===== src/rtl/fp_wb_arbiter.sv =====
// Dual-port round-robin writeback arbiter for FP functional units.
// Optional conflict counter enabled by FP_WB_ARB_PERF_EN.
module fp_wb_arbiter #(
  parameter int NUM_UNITS = 4,
  parameter int ID_W      = 3,
  parameter int DATA_W    = 64
) (
  input  logic                        clk,
  input  logic                        rst,
  input  logic [NUM_UNITS-1:0]        unit_done,
  input  logic [NUM_UNITS*ID_W-1:0]   unit_id,
  input  logic [NUM_UNITS*DATA_W-1:0] unit_rd,
  output logic [NUM_UNITS-1:0]        unit_ack,
  output logic [1:0]                  wb_valid,
  output logic [2*ID_W-1:0]           wb_id,
  output logic [2*DATA_W-1:0]         wb_data,
  output logic [15:0]                 perf_conflicts
);

  localparam int PTR_W = $clog2(NUM_UNITS);

  logic [PTR_W-1:0]  rr_q;
  logic [PTR_W-1:0]  rr_d;
  logic [PTR_W-1:0]  w0;
  logic [PTR_W-1:0]  w1;
  logic [PTR_W-1:0]  last;
  logic              has0;
  logic              has1;
  logic [1:0]        vld_q;
  logic [ID_W-1:0]   id0_q;
  logic [ID_W-1:0]   id1_q;
  logic [DATA_W-1:0] rd0_q;
  logic [DATA_W-1:0] rd1_q;

  logic [ID_W-1:0]   id_a [NUM_UNITS];
  logic [DATA_W-1:0] rd_a [NUM_UNITS];

  for (genvar g = 0; g < NUM_UNITS; g++) begin : g_unpack
    assign id_a[g] = unit_id[g*ID_W +: ID_W];
    assign rd_a[g] = unit_rd[g*DATA_W +: DATA_W];
  end

  // Port 0: first requester at or after the round-robin pointer.
  always_comb begin
    int j;
    logic [PTR_W-1:0] idx;
    has0 = 1'b0;
    w0   = '0;
    j    = 0;
    idx  = '0;
    for (int k = 0; k < NUM_UNITS; k++) begin
      j = int'(rr_q) + k;
      if (j >= NUM_UNITS) j = j - NUM_UNITS;
      idx = PTR_W'(j);
      if (!has0 && unit_done[idx]) begin
        has0 = 1'b1;
        w0   = idx;
      end
    end
  end

  // Port 1: next requester strictly after the port-0 winner.
  always_comb begin
    int j;
    logic [PTR_W-1:0] idx;
    has1 = 1'b0;
    w1   = '0;
    j    = 0;
    idx  = '0;
    for (int k = 1; k < NUM_UNITS; k++) begin
      j = int'(w0) + k;
      if (j >= NUM_UNITS) j = j - NUM_UNITS;
      idx = PTR_W'(j);
      if (has0 && !has1 && unit_done[idx]) begin
        has1 = 1'b1;
        w1   = idx;
      end
    end
  end

  always_comb begin
    unit_ack = '0;
    for (int i = 0; i < NUM_UNITS; i++) begin
      unit_ack[i] = rst &&
                    ((has0 && (w0 == PTR_W'(i))) ||
                     (has1 && (w1 == PTR_W'(i))));
    end
  end

  always_comb begin
    last = has1 ? w1 : w0;
    rr_d = rr_q;
    if (has0) begin
      if (int'(last) == NUM_UNITS - 1) rr_d = '0;
      else                             rr_d = last + PTR_W'(1);
    end
  end

  always_ff @(posedge clk) begin
    if (!rst) begin
      rr_q  <= '0;
      vld_q <= 2'b00;
    end else begin
      rr_q  <= rr_d;
      vld_q <= {has1, has0};
    end
  end

  always_ff @(posedge clk) begin
    id0_q <= id_a[w0];
    id1_q <= id_a[w1];
    rd0_q <= rd_a[w0];
    rd1_q <= rd_a[w1];
  end

  // Reset hides a pending result immediately; the flush owns it.
  assign wb_valid = vld_q & {2{rst}};
  assign wb_id    = {id1_q, id0_q};
  assign wb_data  = {rd1_q, rd0_q};

`ifdef FP_WB_ARB_PERF_EN
  logic [3:0]  nreq;
  logic [15:0] perf_q;

  always_comb begin
    nreq = '0;
    for (int i = 0; i < NUM_UNITS; i++) begin
      nreq = nreq + {3'b000, unit_done[i]};
    end
  end

  always_ff @(posedge clk) begin
    if (!rst) begin
      perf_q <= '0;
    end else if (nreq > 4'd2 && perf_q != 16'hFFFF) begin
      perf_q <= perf_q + 16'd1;
    end
  end

  assign perf_conflicts = perf_q;
`else
  assign perf_conflicts = 16'h0000;
`endif

endmodule


===== config.mk =====
export PLATFORM = sky130hd
export DESIGN_NAME = fp_wb_arbiter
export DESIGN_NICKNAME = d
export VERILOG_FILES = /design/src/rtl/fp_wb_arbiter.sv
export SDC_FILE = /design/constraint.sdc
export NUM_CORES = 1
export LEC_CHECK = 0
export ABC_AREA = 1
export CAP_MARGIN = 20
export CORE_AREA = 2 2 167 169
export CTS_CLUSTER_SIZE = 28
export DETAILED_ROUTE_END_ITERATION = 6
export DIE_AREA = 0 0 169 171
export PLACE_DENSITY = 0.73
export SYNTH_ARGS = -nofsm -noshare
export SYNTH_HDL_FRONTEND = slang
export SYNTH_SLANG_ARGS = --single-unit

===== constraint.sdc =====
create_clock -name clk -period 7.12 [get_ports clk]
set_input_delay 0.712 -clock clk [delete_from_list [all_inputs] [get_ports clk]]
set_output_delay 0.712 -clock clk [all_outputs]
set_load 0.02 [all_outputs]

* Word level (Yosys, flattened, before mapping)
Index checks and enable logic that the tools add are counted.
Word-level totals: flip-flop bits (word level) 138, output and inout bits 156, logic and storage cells 126
Cells by class: eq/ne operators 7, multiplexer cells 49, $lt $le $gt $ge 16, reduce and logical (&&, ||, !) cells 31, $add $sub $neg 14, bitwise logic cells 3
Operators by type and width (number):
- 64-bit binary-select mux with 2-bit select | 2
- 64-bit two-way mux | 4
- 2-bit two-way mux | 16
- 3-bit >= comparator, second input constant | 8
- 2-bit by 3-bit < comparator with 1-bit output, second input constant | 7
- 1-bit logical AND | 20
- 1-bit binary-select mux with 2-bit select | 7
- 1-bit two-way mux | 14
- 2-bit by 1-bit subtractor with 2-bit output, second input constant | 7
- 2-bit by 2-bit adder with 3-bit output, second input constant | 4
- 3-bit binary-select mux with 2-bit select | 2
- 3-bit two-way mux | 4
- 2-bit == test, second input constant | 4
- 2-bit by 1-bit adder with 3-bit output, second input constant | 2
- 2-bit by 1-bit == test with 1-bit output, second input constant | 3
- 2-bit inverter with 3-bit output | 2
- 1-bit zero test | 5
- 2-bit zero test | 2
- 1-bit logical OR | 4
- 2-bit by 3-bit >= comparator with 1-bit output, second input constant | 1
- 2-bit by 1-bit adder with 2-bit output, second input constant | 1
- 2-bit bitwise AND | 1

* Logic depth before layout (Yosys ltp)
depth in word-level cells 33, gate-level depth with buffers 25, depth with buffers taken out 22

* Worst setup path before layout
Ideal clock, no wire load.
path kind input to output, start in unit_done[1], end out unit_ack[1], arrival time 3.447 ns, required time 6.408 ns, setup slack 2.961 ns, buffers on the path 3, stages 22, cells stage by stage inv_1 -> nand2_1 -> nand3_1 -> nand2_2 -> a21oi_1 -> nand2_1 -> nand2_4 -> clkbuf_1 -> clkbuf_1 -> ha_1 -> inv_1 -> nand3_2 -> nand2_2 -> nand3_1 -> nand2_1 -> inv_2 -> nand2_4 -> inv_4 -> nor2_4 -> buf_6 -> a21oi_1 -> nor2_1
On the way: word-level cells in the longest chain between the ends 31
RTL lines:
- start: declaration | line 10 | input logic [NUM_UNITS-1:0] unit_done,
- 1-bit binary-select mux with 2-bit select | line 55 | if (!has0 && unit_done[idx]) begin
- 1-bit two-way mux (implied by the code) | line 55
- 1-bit two-way mux | line 55
- 1-bit zero test | line 55
- 1-bit logical AND | line 55
- 1-bit two-way mux | line 55
- 1-bit zero test | line 55
- 1-bit logical AND | line 55
- [14 not listed]
- 1-bit two-way mux | line 74 | if (has0 && !has1 && unit_done[idx]) begin
- 1-bit zero test | line 74
- 1-bit logical AND (2 in a row) | line 74
- 2-bit two-way mux | line 74
- 2-bit by 1-bit == test with 1-bit output | line 86 | (has1 && (w1 == PTR_W'(i))));
- 1-bit logical AND | line 86
- 1-bit logical OR (*) | line 85 | ((has0 && (w0 == PTR_W'(i))) ||
- 1-bit logical AND (*) | line 84 | unit_ack[i] = rst &&
- end: declaration | line 13 | output logic [NUM_UNITS-1:0] unit_ack,
Mark *: on every way between the ends. The rest lies on a longest branch, timed or not. The select of a mux whose other input is x is not followed.

* Worst setup path after layout
Ends and elaborated chain as after synthesis.

==> results.tsv <==
stage	metric	value	unit
run_status	status	complete, but fails checks	
run_status	violated checks	DRC	
synth	Synth Register Bits	138	
timing	setup violators final	0	
global_routing	first-pass GRT wire length	46600	um
timing	Period Utilization, post-route	76.0	%
global_routing	vias in the first global route	8828	
synth	Synth top cells by count	nand2_1 (387), nand3_1 (151), dfxtp_1 (138)	
synth	EDFF count, synth	0	
synth	Yosys warnings	0	
synth	Main synth FF type	dfxtp_1	
synth	Seq/Total Area, Yosys	37.9	%
setup_path	Setup CP Type	in -> out	
timing	fin crit period	5.41	ns
routing	DR vias/cell	5.36	
clock_tree	Post-CTS Setup Bufs	0	
floorplan	die area	0.0289	mm2
floorplan	# rows	61	
floorplan	area of the core	0.0273	mm2
synth	ys async rst share	0	%
clock_tree	clock latency on the worst-skew pair	0.42	ns
clock_tree	Root Driver	clkbuf_16	
routing	initial DRC count	971	
setup_path	Crit Path Max Fanout	72	
global_routing	Overflow after GRT	0	
routing	routed wire length	31800	um
synth	post-synth top area share	37.9	%
timing	Clock Skew	0.0128	ns
timing	RSZ-0062 raised after global routing	false	
clock_tree	htree depth	4	
routing	drt wl/cell	18.0	um
timing	Setup TNS	0	ns
setup_path	CP arrival	4.70	ns
global_routing	antenna violations before repair	2	
floorplan	# IOs	430	
hold_path	Hold Crit Class	reg -> reg	
setup_path	reg2reg setup slack	2.59	ns
routing	Via Count	9454	
floorplan	Starting Density	26.7	%
clock_tree	Longest Clk Path Bufs	2	
setup_path	FF-to-FF path depth	20	
synth	post-synth top area cell	dfxtp_1	
cells_and_area	Final #Nets	1684	
setup_path	Worst Setup End Kind	output port	
timing	final hold vios	0	
setup_path	Reg2Reg Capture Point	rd1_q[40]$_DFF_P_	
synth	cells after synthesis	1052	
cells_and_area	Layout area overhead	65.8	%
clock_tree	CTS Buf Count	17	
placed_design	detailed placement HPWL	22000	um
clock_tree	CTS clock-pin slew for the worst setup and hold paths	0.06	ns
clock_tree	Resize count post-CTS	0	
clock_tree	TritonCTS clock tree	built	
synth	Mapped Avg Cell Area	6.92	um2
routing	drt pass-1 iters	7	
routing	Antenna Nets Post-Route	0	
job	max cap viols	0	
setup_path	CP startpoint kind	input pin	
setup_path	worst endpoint required time	6.41	ns
timing	fmax	185	MHz
placed_design	routability cong.	0.865	
timing	Slew @ Worst Pin	0.949	ns
clock_tree	# hold bufs at CTS	0	
timing	number of max-slew violations in the final report	0	
timing	final setup margin	1.71	ns
placed_design	Place WS	1.68	ns
clock_tree	clock sink count	138	
synth	mapped cell area	0.00728	mm2
floorplan	overall die width	169	um
timing	Min Hold Slack	0.642	ns
global_routing	largest net degree at the start of global routing	76	
floorplan	Die H	171	um
timing	Slew HR	36.7	%
synth	most frequent cell after synthesis	nand2_1	
setup_path	r2r startpoint	rr_q[0]$_SDFFE_PN0N_	
routing	DR DRC count	4	
setup_path	crit path to	unit_ack[1]	
placed_design	# port buffers	413	
synth	synth top area cells	dfxtp_1 (38%), nand2_1 (20%), nand3_1 (10%)	
synth	Synth cell types	31	
setup_path	CP Launch Point	unit_done[1]	
global_routing	total track usage	20.5	%
cells_and_area	share of cells above drive strength 1	4.80	%
[stage by stage]
| stage | area [um2] | cells | util (%) |
|---|---|---|---|
| after floorplan | 7340 | 1067 | - |
| after global placement | 11500 | 1733 | 41.9 |
| after detailed placement | 11500 | 1733 | 41.9 |
| after CTS | 12100 | 1764 | 44.2 |
| after global routing | 12100 | 1764 | 44.2 |
| final | 12100 | 1765 | 44.2 |
[critical path, stage by stage]
cell and delay [ns]:
clkdlybuf4s50_1 0.46, inv_1 0.13, nand2_1 0.08, nand3_1 0.15
nand2_2 0.10, nor2_2 0.17, nand4_1 0.15, nand2_4 0.11
buf_4 0.59, nand3_1 0.15, nand2_1 0.10, nand3_1 0.06
nand2_1 0.07, inv_2 0.05, nand2_4 0.36, inv_4 0.31
nor2_4 0.17, a21oi_1 0.05, nor2_1 0.10, clkdlybuf4s50_1 0.61
[metal layers]
metal  global-route usage [%]  wire [um]  vias up
met1                     23.0      12100     4449
met3                     5.07       2890       77
met5                        0         16        -
li1                         -          -     4336
met2                     36.3      15600      590
met4                     10.3       1140        2
[cell families after synthesis]
group	share of synthesized area (%)
and+or+nand+nor	38.9
AOI/OAI and AO/OA	13.5
other	0.0515
adders and majority gates	0.687
buffers and inverters	8.88
DFF	37.9
[area by class of cell]
class                      instances  area, um2
antenna                            1       2.50
clock buffer                      19        453
clock inverter                    12        163
fill                            2689      15200
inverter                          24       95.1
multi-input combinational        800       3940
sequential                       138       2760
tap                              346        433
timing repair buffer             425       4220
[worst min-delay path by stage]
stage                               from                   end  cells past startpoint  slack, ns
CTS                 rr_q[1]$_SDFFE_PN0N_  rr_q[1]$_SDFFE_PN0N_                      2       0.64
global route        rr_q[1]$_SDFFE_PN0N_  rr_q[1]$_SDFFE_PN0N_                      2       0.70
global placement    rr_q[1]$_SDFFE_PN0N_  rr_q[1]$_SDFFE_PN0N_                      2       0.63
floorplan           rr_q[0]$_SDFFE_PN0N_  rr_q[0]$_SDFFE_PN0N_                      2       0.52
finish              rr_q[1]$_SDFFE_PN0N_  rr_q[1]$_SDFFE_PN0N_                      2       0.64
detailed placement  rr_q[1]$_SDFFE_PN0N_  rr_q[1]$_SDFFE_PN0N_                      2       0.63
[placed cells by master, fill, tap and decap left out, types with 4 or more instances in the layout]
cell,Yosys,layout
nand2_1,387,386
nand4_1,70,70
nor2_1,11,11
nand3_1,151,151
dfxtp_1,138,138
conb_1,1,16
nand2_4,3,5
ha_1,4,4
inv_2,6,6
clkbuf_16,0,17
a32oi_1,67,67
inv_1,16,15
buf_4,22,12
nand2_2,6,5
clkdlybuf4s50_1,0,413
a21oi_1,70,70
[flip-flops by register name, summed over array words and instances, names as in the netlist]
register / flops
id0_q: 3
id1_q: 3
rd0_q: 64
rd1_q: 64
rr_q: 2
vld_q: 2
Power is left out: the tool's default activity adds up to more than one toggle a clock period on the data nets, which glitch-free logic cannot reach.
